<file path="config.mk">
export PLATFORM = sky130hd
export DESIGN_NAME = id_ex_elastic_reg
export DESIGN_NICKNAME = d
export VERILOG_FILES = /design/src/rtl/id_ex_elastic_reg.sv
export SDC_FILE = /design/constraint.sdc
export NUM_CORES = 1
export LEC_CHECK = 0
export BUFFER_PORTS_ARGS = -buffer_cell sky130_fd_sc_hd__buf_2
export CAP_MARGIN = 0
export CORE_AREA = 2 2 186 188
export DETAILED_ROUTE_END_ITERATION = 12
export DIE_AREA = 0 0 188 190
export HOLD_SLACK_MARGIN = 0.03
export SLEW_MARGIN = 20
export SYNTH_ARGS = -nofsm -noshare
export SYNTH_HDL_FRONTEND = slang
export SYNTH_SLANG_ARGS = --single-unit
export TNS_END_PERCENT = 100
</file>
<file path="constraint.sdc">
create_clock -name clk -period 2.3 [get_ports clk]
set_input_delay 0.115 -clock clk [delete_from_list [all_inputs] [get_ports clk]]
set_output_delay 0.115 -clock clk [all_outputs]
set_load 0.005 [all_outputs]
</file>
<file path="src/rtl/id_ex_elastic_reg.sv">
// rtl/id_ex_elastic_reg.sv - ID/EX pipeline register with 2-entry skid buffer, flush and stall counter
module id_ex_elastic_reg #(
    parameter int DATA_W = 32,
    parameter int REG_AW = 5,
    parameter int FUNC_W = 6,
    parameter int WB_W   = 2,
    parameter int MEM_W  = 3,
    parameter int EX_W   = 4,
    parameter int CNT_W  = 16
) (
    input  logic              clk,
    input  logic              reset,
    input  logic              flush,
    input  logic              in_valid,
    output logic              in_ready,
    input  logic [REG_AW-1:0] rt_id,
    input  logic [REG_AW-1:0] rd_id,
    input  logic [DATA_W-1:0] rd1_id,
    input  logic [DATA_W-1:0] rd2_id,
    input  logic [DATA_W-1:0] imm_id,
    input  logic [WB_W-1:0]   wb_id,
    input  logic [MEM_W-1:0]  mem_id,
    input  logic [EX_W-1:0]   ex_id,
    input  logic [FUNC_W-1:0] func_id,
    output logic              out_valid,
    input  logic              out_ready,
    output logic [REG_AW-1:0] rt_ex,
    output logic [REG_AW-1:0] rd_ex,
    output logic [DATA_W-1:0] rd1_ex,
    output logic [DATA_W-1:0] rd2_ex,
    output logic [DATA_W-1:0] imm_ex,
    output logic [WB_W-1:0]   wb_ex,
    output logic [MEM_W-1:0]  mem_ex,
    output logic [EX_W-1:0]   ex_ex,
    output logic [FUNC_W-1:0] func_ex,
    output logic [CNT_W-1:0]  stall_cnt
);

    localparam int PW = 2*REG_AW + 3*DATA_W + WB_W + MEM_W + EX_W + FUNC_W;

    localparam logic [1:0] EMPTY = 2'd0;
    localparam logic [1:0] ONE   = 2'd1;
    localparam logic [1:0] FULL  = 2'd2;

    localparam logic [CNT_W-1:0] CNT_MAX = '1;

    logic [1:0]        state;
    logic [PW-1:0]     main_q;
    logic [PW-1:0]     skid_q;
    logic [PW-1:0]     in_pl;
    logic              in_fire;
    logic              out_fire;
    logic [WB_W-1:0]   main_wb;
    logic [MEM_W-1:0]  main_mem;
    logic [EX_W-1:0]   main_ex;

    assign in_pl = {rt_id, rd_id, rd1_id, rd2_id, imm_id, wb_id, mem_id, ex_id, func_id};

    // Both handshake outputs decode registered state only, so ready never depends on out_ready.
    assign out_valid = (state != EMPTY);
    assign in_ready  = (state != FULL);
    assign in_fire   = in_valid & in_ready;
    assign out_fire  = out_valid & out_ready;

    always_ff @(posedge clk) begin
        if (reset) begin
            state  <= EMPTY;
            main_q <= '0;
            skid_q <= '0;
        end else if (flush) begin
            state <= EMPTY;
        end else begin
            case (state)
                EMPTY: begin
                    if (in_fire) begin
                        main_q <= in_pl;
                        state  <= ONE;
                    end
                end
                ONE: begin
                    if (in_fire && out_fire) begin
                        main_q <= in_pl;
                    end else if (in_fire) begin
                        skid_q <= in_pl;
                        state  <= FULL;
                    end else if (out_fire) begin
                        state <= EMPTY;
                    end
                end
                FULL: begin
                    if (out_fire) begin
                        main_q <= skid_q;
                        state  <= ONE;
                    end
                end
                default: state <= EMPTY;
            endcase
        end
    end

    assign {rt_ex, rd_ex, rd1_ex, rd2_ex, imm_ex, main_wb, main_mem, main_ex, func_ex} = main_q;

    // A bubble must never carry live control into EX, so control fields are gated by valid.
    assign wb_ex  = out_valid ? main_wb  : '0;
    assign mem_ex = out_valid ? main_mem : '0;
    assign ex_ex  = out_valid ? main_ex  : '0;

    always_ff @(posedge clk) begin
        if (reset) begin
            stall_cnt <= '0;
        end else if (out_valid && !out_ready && (stall_cnt != CNT_MAX)) begin
            stall_cnt <= stall_cnt + CNT_W'(1);
        end
    end

endmodule
</file>
==> run summary, run 1 <==
During I/O placement, the number of pins put on the boundary was 265. After global routing the overflow that remains totals 0. Final cycle utilization of the critical path: 0.895.

For the pin with the worst max-slew slack, the measured transition is 641 ps. The tools report the met2 wire length as 14.3 mm. Yosys attributes the largest share of cell area to dfxtp_1 45%, a21oi_1 11%, mux2i_1 11%, a311oi_1 9.1%, nand2_1 8.0%.

The floorplan step set the die width to 188 microns. TritonCTS built the clock tree. In the final routed layout, each cell accounts on average for 15.5 microns. Counting flops and latches in the post-synthesis netlist gives 260. Area added between synthesis and finish: 27.8%. The number of core rows came out at 68. Summed over all layers, the routed wires come to 31.2 mm. Max-cap violations in this run came to 0.

The run gives 357 ps as the minimum setup slack after placement. Setup repair after global routing left no endpoint under its margin. The analysis attributes to cell leakage a power of 6.44 nW. For the worst setup path, the data arrival time is 1940 ps.

The logs give 50.2 mm for the wire length of the first global-routing pass and 0 ps for the sum of negative setup slack. Total of warnings raised by yosys: 0. The total length of routed met3 wires was 1.83 mm. The largest net degree at the start of global routing is 142.

Synthesized area divided by synthesized cell count: 8.73 sq um. The tools report the total power consumption of the routed design as 10.6 mW. The final layout contains 1664 nets. In this run the worst path has a maximum fanout of 20.

Leaving out fill and tap cells, the most frequent cells in the layout are 263 x buf_2, 260 x dfxtp_1, 256 x a21oi_1. Number of DRC markers after the initial detailed-route iteration: 466. Input and output buffers added on the ports amount to 264. Net count after synthesis: 1455. After detailed routing, the number of vias per cell comes to 5.00. The power density over the cells came out at 717 nW/um^2.

The final route contains 10.1k vias. Layout cell share with drive strength beyond 1: 0.223. The flow ran to the end, and the final reports show no timing, DRC or antenna violations. Most common library cell in the layout ignoring fill and taps: buf_2. The portion of the post-synthesis area used by sequential elements is 0.449.

Library cell used as clock root buffer: clkbuf_16. Count of TritonRoute iterations in the first routing pass: 4. Setup violations remaining at the end of the flow were counted as 0. Summing every instance area after synthesis gives 11600 sq um. The utilization after layout is 0.437. The layout has 3291 filler cells. The worst hold path belongs to the class input port to flop. The worst setup path category was flop to output port.

The number of buffers on the longest clock path came out at 3. The setup slack after layout was 241 ps; the data required time of the worst path was 2180 ps. The number of synthesized flops with an enable pin is 0. The final number of max-transition violations is 0. For this run, the leading register cell type out of synthesis is dfxtp_1. The via count of the first global-routing pass was 9597. The CTS clock-pin slew for the worst setup and hold paths was 60 ps; the share of flip-flops with an asynchronous set or reset was 0. At the end of routability-driven placement, the weighted congestion stood at 0.785.

The worst setup skew after layout came out at 12.1 ps. The wire length on met1 was 14.3 mm; the global-route usage over all layers was 0.167. After detailed routing, the number of remaining DRC violations is 0. The detail route stage leaves a number of antenna-violating nets equal to 0. The number of antenna violations at the first check in global routing was 3; the area of the placeable core was 33900 sq um. The clock sink count is 260, and the clock period minus worst slack is 2060 ps. Number of H-tree levels: 1.

In this run the post-CTS setup repair buffer count came out at 0. The HPWL after detailed placement came out at 19.0 mm. The total count of hold-check failures in the final report was 0; the highest clock frequency the design can meet was 486 MHz.

STA classifies the critical path startpoint as a flop. For the normalized max-slew margin, the log shows 0.573. The portion of synthesized cell area occupied by the leading cell type works out to 0.449. Across the VDD grid, the largest voltage drop is 0.462 mV.

Die boundary height: 190 microns. Highest layer used for signal routing: met4. The die covers 35700 sq um. The synthesized design spends more area on one cell type than any other, namely dfxtp_1.

The element type at the critical path end was an output port. The starting density of the core came out at 0.342. Latest clock arrival within the worst-skew pair: 540 ps. The distinct cell type count of the synthesized netlist was 35; the total clock buffers created by CTS was 29. The cell count after synthesis was 1328.
[report_power, final]
part	internal, mW	switching [mW]
Combinational	0.557	0.594
Sequential	4.68	0.0895
Clock	2.88	1.83
[Yosys cell counts (2+ instances only)]
cell	number
nand3b_1	2
a21oi_1	256
buf_1	4
inv_1	3
mux2_2	2
clkbuf_1	90
nand2_1	248
buf_4	112
nor2b_1	12
nor3_1	3
nand3_1	4
o21ai_0	6
nand2b_1	2
mux2i_1	122
dfxtp_1	260
nand4_1	4
o31ai_1	7
a311oi_1	121
buf_2	31
or3_1	8
and3_1	2
nor2_1	7
or4_1	7
nor4_1	4
[registers in the layout, indices dropped and copies added (netlist names)]
register / count
state: 2
skid_q: 121
stall_cnt: 16
main_q: 121
[what timing repair did]
item | in CTS | in global routing
resized for setup | 0 | 0
endpoints found under the hold margin | 245 | 0
hold buffers | 123 | 0
[path summary, 6_finish.rpt]
check | startpoint | endpoint | slack (ps) | cells after the start
max | state[0] | in_ready | 240 | 3
max reg2reg | state[1] | stall_cnt[15] | 330 | 4
min reg2reg | skid_q[14] | skid_q[14] | 450 | 2
min | in_valid | state[0] | 90 | 4
[metal layers]
| layer | global-route usage | vias to the layer above |
|---|---|---|
| li1 | - | 5064 |
| met1 | 0.222 | 4672 |
| met2 | 0.276 | 281 |
| met3 | 0.0336 | 49 |
| met4 | 0.0466 | 0 |
| met5 | 0 | - |
[stage by stage]
stage / hold WS [ps] / instance area, sq um / std cells
finish: 88.1 / 14800 / 2013
global route: 119 / 14800 / 2013
CTS: 50.0 / 14800 / 2010
detailed placement: 356 / 12600 / 1838
global placement: 351 / 12600 / 1838
floorplan: 192 / 11600 / 1328
[layout make-up]
cell class | count | area (sq um) | share of cell area
sequential | 260 | 5200 | 0.351
inverter | 4 | 20.0 | 0.00135
antenna | 3 | 7.51 | 0.000507
clock inverter | 8 | 121 | 0.00819
clock buffer | 41 | 851 | 0.0574
timing repair buffer | 415 | 2980 | 0.201
multi-input combinational | 827 | 5060 | 0.342
tap | 455 | 569 | 0.0384
[logic make-up (layout without fill, tap and decap cells)]
| family | count (synthesis) | in the layout | share of synthesized area |
|---|---|---|---|
| AO/OA/AOI/OAI | 394 | 394 | 0.212 |
| flip-flops | 260 | 260 | 0.449 |
| other | 0 | 3 | 0 |
| adder cells (fa/ha/maj) | 1 | 1 | 0.00108 |
| AND/OR/NAND/NOR | 308 | 308 | 0.113 |
| multiplexers | 124 | 124 | 0.107 |
| buffers and inverters | 241 | 468 | 0.118 |
[worst max-delay path, stage by stage, from the launching register on]
cell      delay, ps
dfxtp_1         430
nand2b_4        480
buf_4           330
buf_2           160
(Power assumes the default switching activity.)
==> run 2: changes to the inputs <==
--- a/config.mk
+++ b/config.mk
@@ -7,9 +7,9 @@
 export LEC_CHECK = 0
 export BUFFER_PORTS_ARGS = -buffer_cell sky130_fd_sc_hd__buf_2
 export CAP_MARGIN = 0
-export CORE_AREA = 2 2 186 188
+export CORE_AREA = 2 2 157 221
 export DETAILED_ROUTE_END_ITERATION = 12
-export DIE_AREA = 0 0 188 190
+export DIE_AREA = 0 0 159 223
 export HOLD_SLACK_MARGIN = 0.03
 export SLEW_MARGIN = 20
 export SYNTH_ARGS = -nofsm -noshare
==> run summary, run 2 (synthesis results as in run 1) <==
Setup violations remaining at the end of the flow were counted as 0. Clock tree synthesis found a total of 260 sinks. The critical path data arrival time was 1860 ps; the layout cell share with drive strength beyond 1 was 0.220. Summed over all layers, the global routing overflow is 0. The per-cell via count in the routed design was 5.02; the wire length per cell was 15.9 microns. Dividing total power by cell area gives a power density of 713 nW/um^2. The data required time of the worst path was 2180 ps. Setup repair after global routing left no endpoint under its margin.

Worst setup path category: flop to output port. The cell count of the worst hold path works out to 4. The run gives 33600 sq um as the area of the placeable core. Entering global routing, the biggest net connects 129 pins. In the final design database the tool counted 1659 nets. For the number of antenna violations at the first check in global routing, the log shows 4. On the worst path, the slowest cell contributes a delay of 420 ps.

The tools report the final number of max-transition violations as 0. The run finished with clean final reports. The die width was 159 microns; the placement-stage cell area was 12600 sq um. The area of all sequential standard cells came out at 5200 sq um. Library cell used as clock root buffer: clkbuf_16.

The logs give 0 for the max capacitance violation total and 0 for the post-route antenna net violation count. Across all setup checks in the final design, the least slack found is 321 ps. Measured in cells, the most critical reg-to-reg path has a length of 4.

The tools report the minimum setup slack after placement as 347 ps. The run gives 0.606 as the normalized max-slew margin. Summed over all nets, the half-perimeter wirelength after detailed placement is 19.6 mm. The die boundary height came out at 223 microns.

Cell type of the slowest stage on the worst timing path: dfxtp_1. Largest delay contributor family on the critical path: buffers and inverters. The placer's final routability congestion estimate was 0.798. The floorplan step defined a die boundary enclosing 35500 sq um. The run gives 3304 as the count of fill cells added during filler insertion.

The first detailed-routing pass took 5 iterations. In the final layout, the registers with the most flip-flops are main_q: 121 flops, skid_q: 121 flops, stall_cnt: 16 flops. The combined area of the multi-input logic cells was 5060 sq um. After routing the design area is 14700 sq um. The tools report the worst setup skew after layout as 14.3 ps. The number of buffers on the longest clock path is 3, and the count of instances resized after the clock tree is built is 0.

The total wire length is 31.9 mm, and the number of port buffers is 264. The worst-case IR drop observed on VDD is 0.545 mV. Transition time of the tightest slew-check pin: 592 ps.

Clock-pin slew was measured on the worst setup and hold paths at 60 ps. The number of H-tree levels is 1, and the total clock buffers created by CTS is 27. The tools report the starting density of the core as 0.345. The wire length of the first global-routing pass is 50.5 mm, and the DRC violation count after routing is 0.

In this run the worst path has a maximum fanout of 34. The clock period minus worst slack is 1980 ps. The latest clock arrival within the worst-skew pair is 540 ps.

TritonCTS built the clock tree. In this run the worst hold path is classified as input port to flop. The tools report the leakage power total as 6.41 nW. The run gives 80 as the number of core rows. The via count of the first global-routing pass is 9491.

The routed layout has 10.1k vias. The critical path runs through a total of 3 cells. The sum of negative setup slack came out at 0 ps.

Relative to the synthesized area, the layout overhead comes to 27.1%. For this design the top-level I/O count stands at 265. The tools report the total count of hold-check failures in the final report as 0. The worst setup path is launched from a flop. The top cell types in the final layout, fill and taps aside, are 263 x buf_2, 260 x dfxtp_1, 256 x a21oi_1. The global-route usage over all layers is 0.171, and the combined buffer and inverter count along the critical path is 2. Most common library cell in the layout ignoring fill and taps: buf_2.

The number of DRC markers after the initial detailed-route iteration was 598. The signal on the critical path passes through nand2b_4 > buf_12 > buf_2. Timing would allow up to 505 MHz. The worst setup path is captured at an output port. The final cycle utilization of the critical path works out to 0.860.
[run 2: worst paths after layout]
| kind | slack, ps | endpoint | startpoint |
|---|---|---|---|
| worst min register to register | 450 | skid_q[16] | skid_q[16] |
| worst max register to register | 340 | stall_cnt[15] | state[1] |
| worst min-delay path | 80 | state[0] | in_valid |
| worst max-delay path | 320 | in_ready | state[0] |
[run 2: final cells by class]
| cell class | count | share of cell area |
|---|---|---|
| diodes | 4 | 0.000679 |
| well taps | 451 | 0.0383 |
| clock buffers | 41 | 0.0548 |
| inverters | 4 | 0.00136 |
| clock inverters | 8 | 0.00807 |
| flip-flops and latches | 260 | 0.353 |
| repair buffers | 412 | 0.200 |
| multi-input cells | 827 | 0.343 |
[run 2: report_power, final]
part / switching, mW / total [mW] / internal [mW]
clock network: 1.84 / 4.59 / 2.75
logic: 0.590 / 1.15 / 0.557
registers: 0.0910 / 4.77 / 4.68
[run 2: worst min-delay path, stage by stage]
cell     delay, ps
buf_2          120
mux2i_1        150
o22a_1         150
nor3_1          40
[run 2: through the flow]
step	hold slack, ps	util	std cells	total power, mW
finish	81.5	0.438	2007	10.5
global placement	365	0.374	1831	5.84
CTS	54.6	0.438	2003	10.6
global route	102	0.438	2006	10.9
floorplan	192	-	1328	5.57
detailed placement	373	0.374	1831	5.85
[run 2: what timing repair did]
item	in CTS	in global routing
hold buffers	123	0
endpoints found under the hold margin	243	0
buffers inserted	0	0
[run 2: layer usage]
layer,global-route usage,part of all wire,vias to the layer above
li1,-,-,5046
met1,0.211,0.43,4707
met2,0.302,0.49,270
met3,0.0251,0.043,59
met4,0.0654,0.033,2
met5,0,0.00041,-
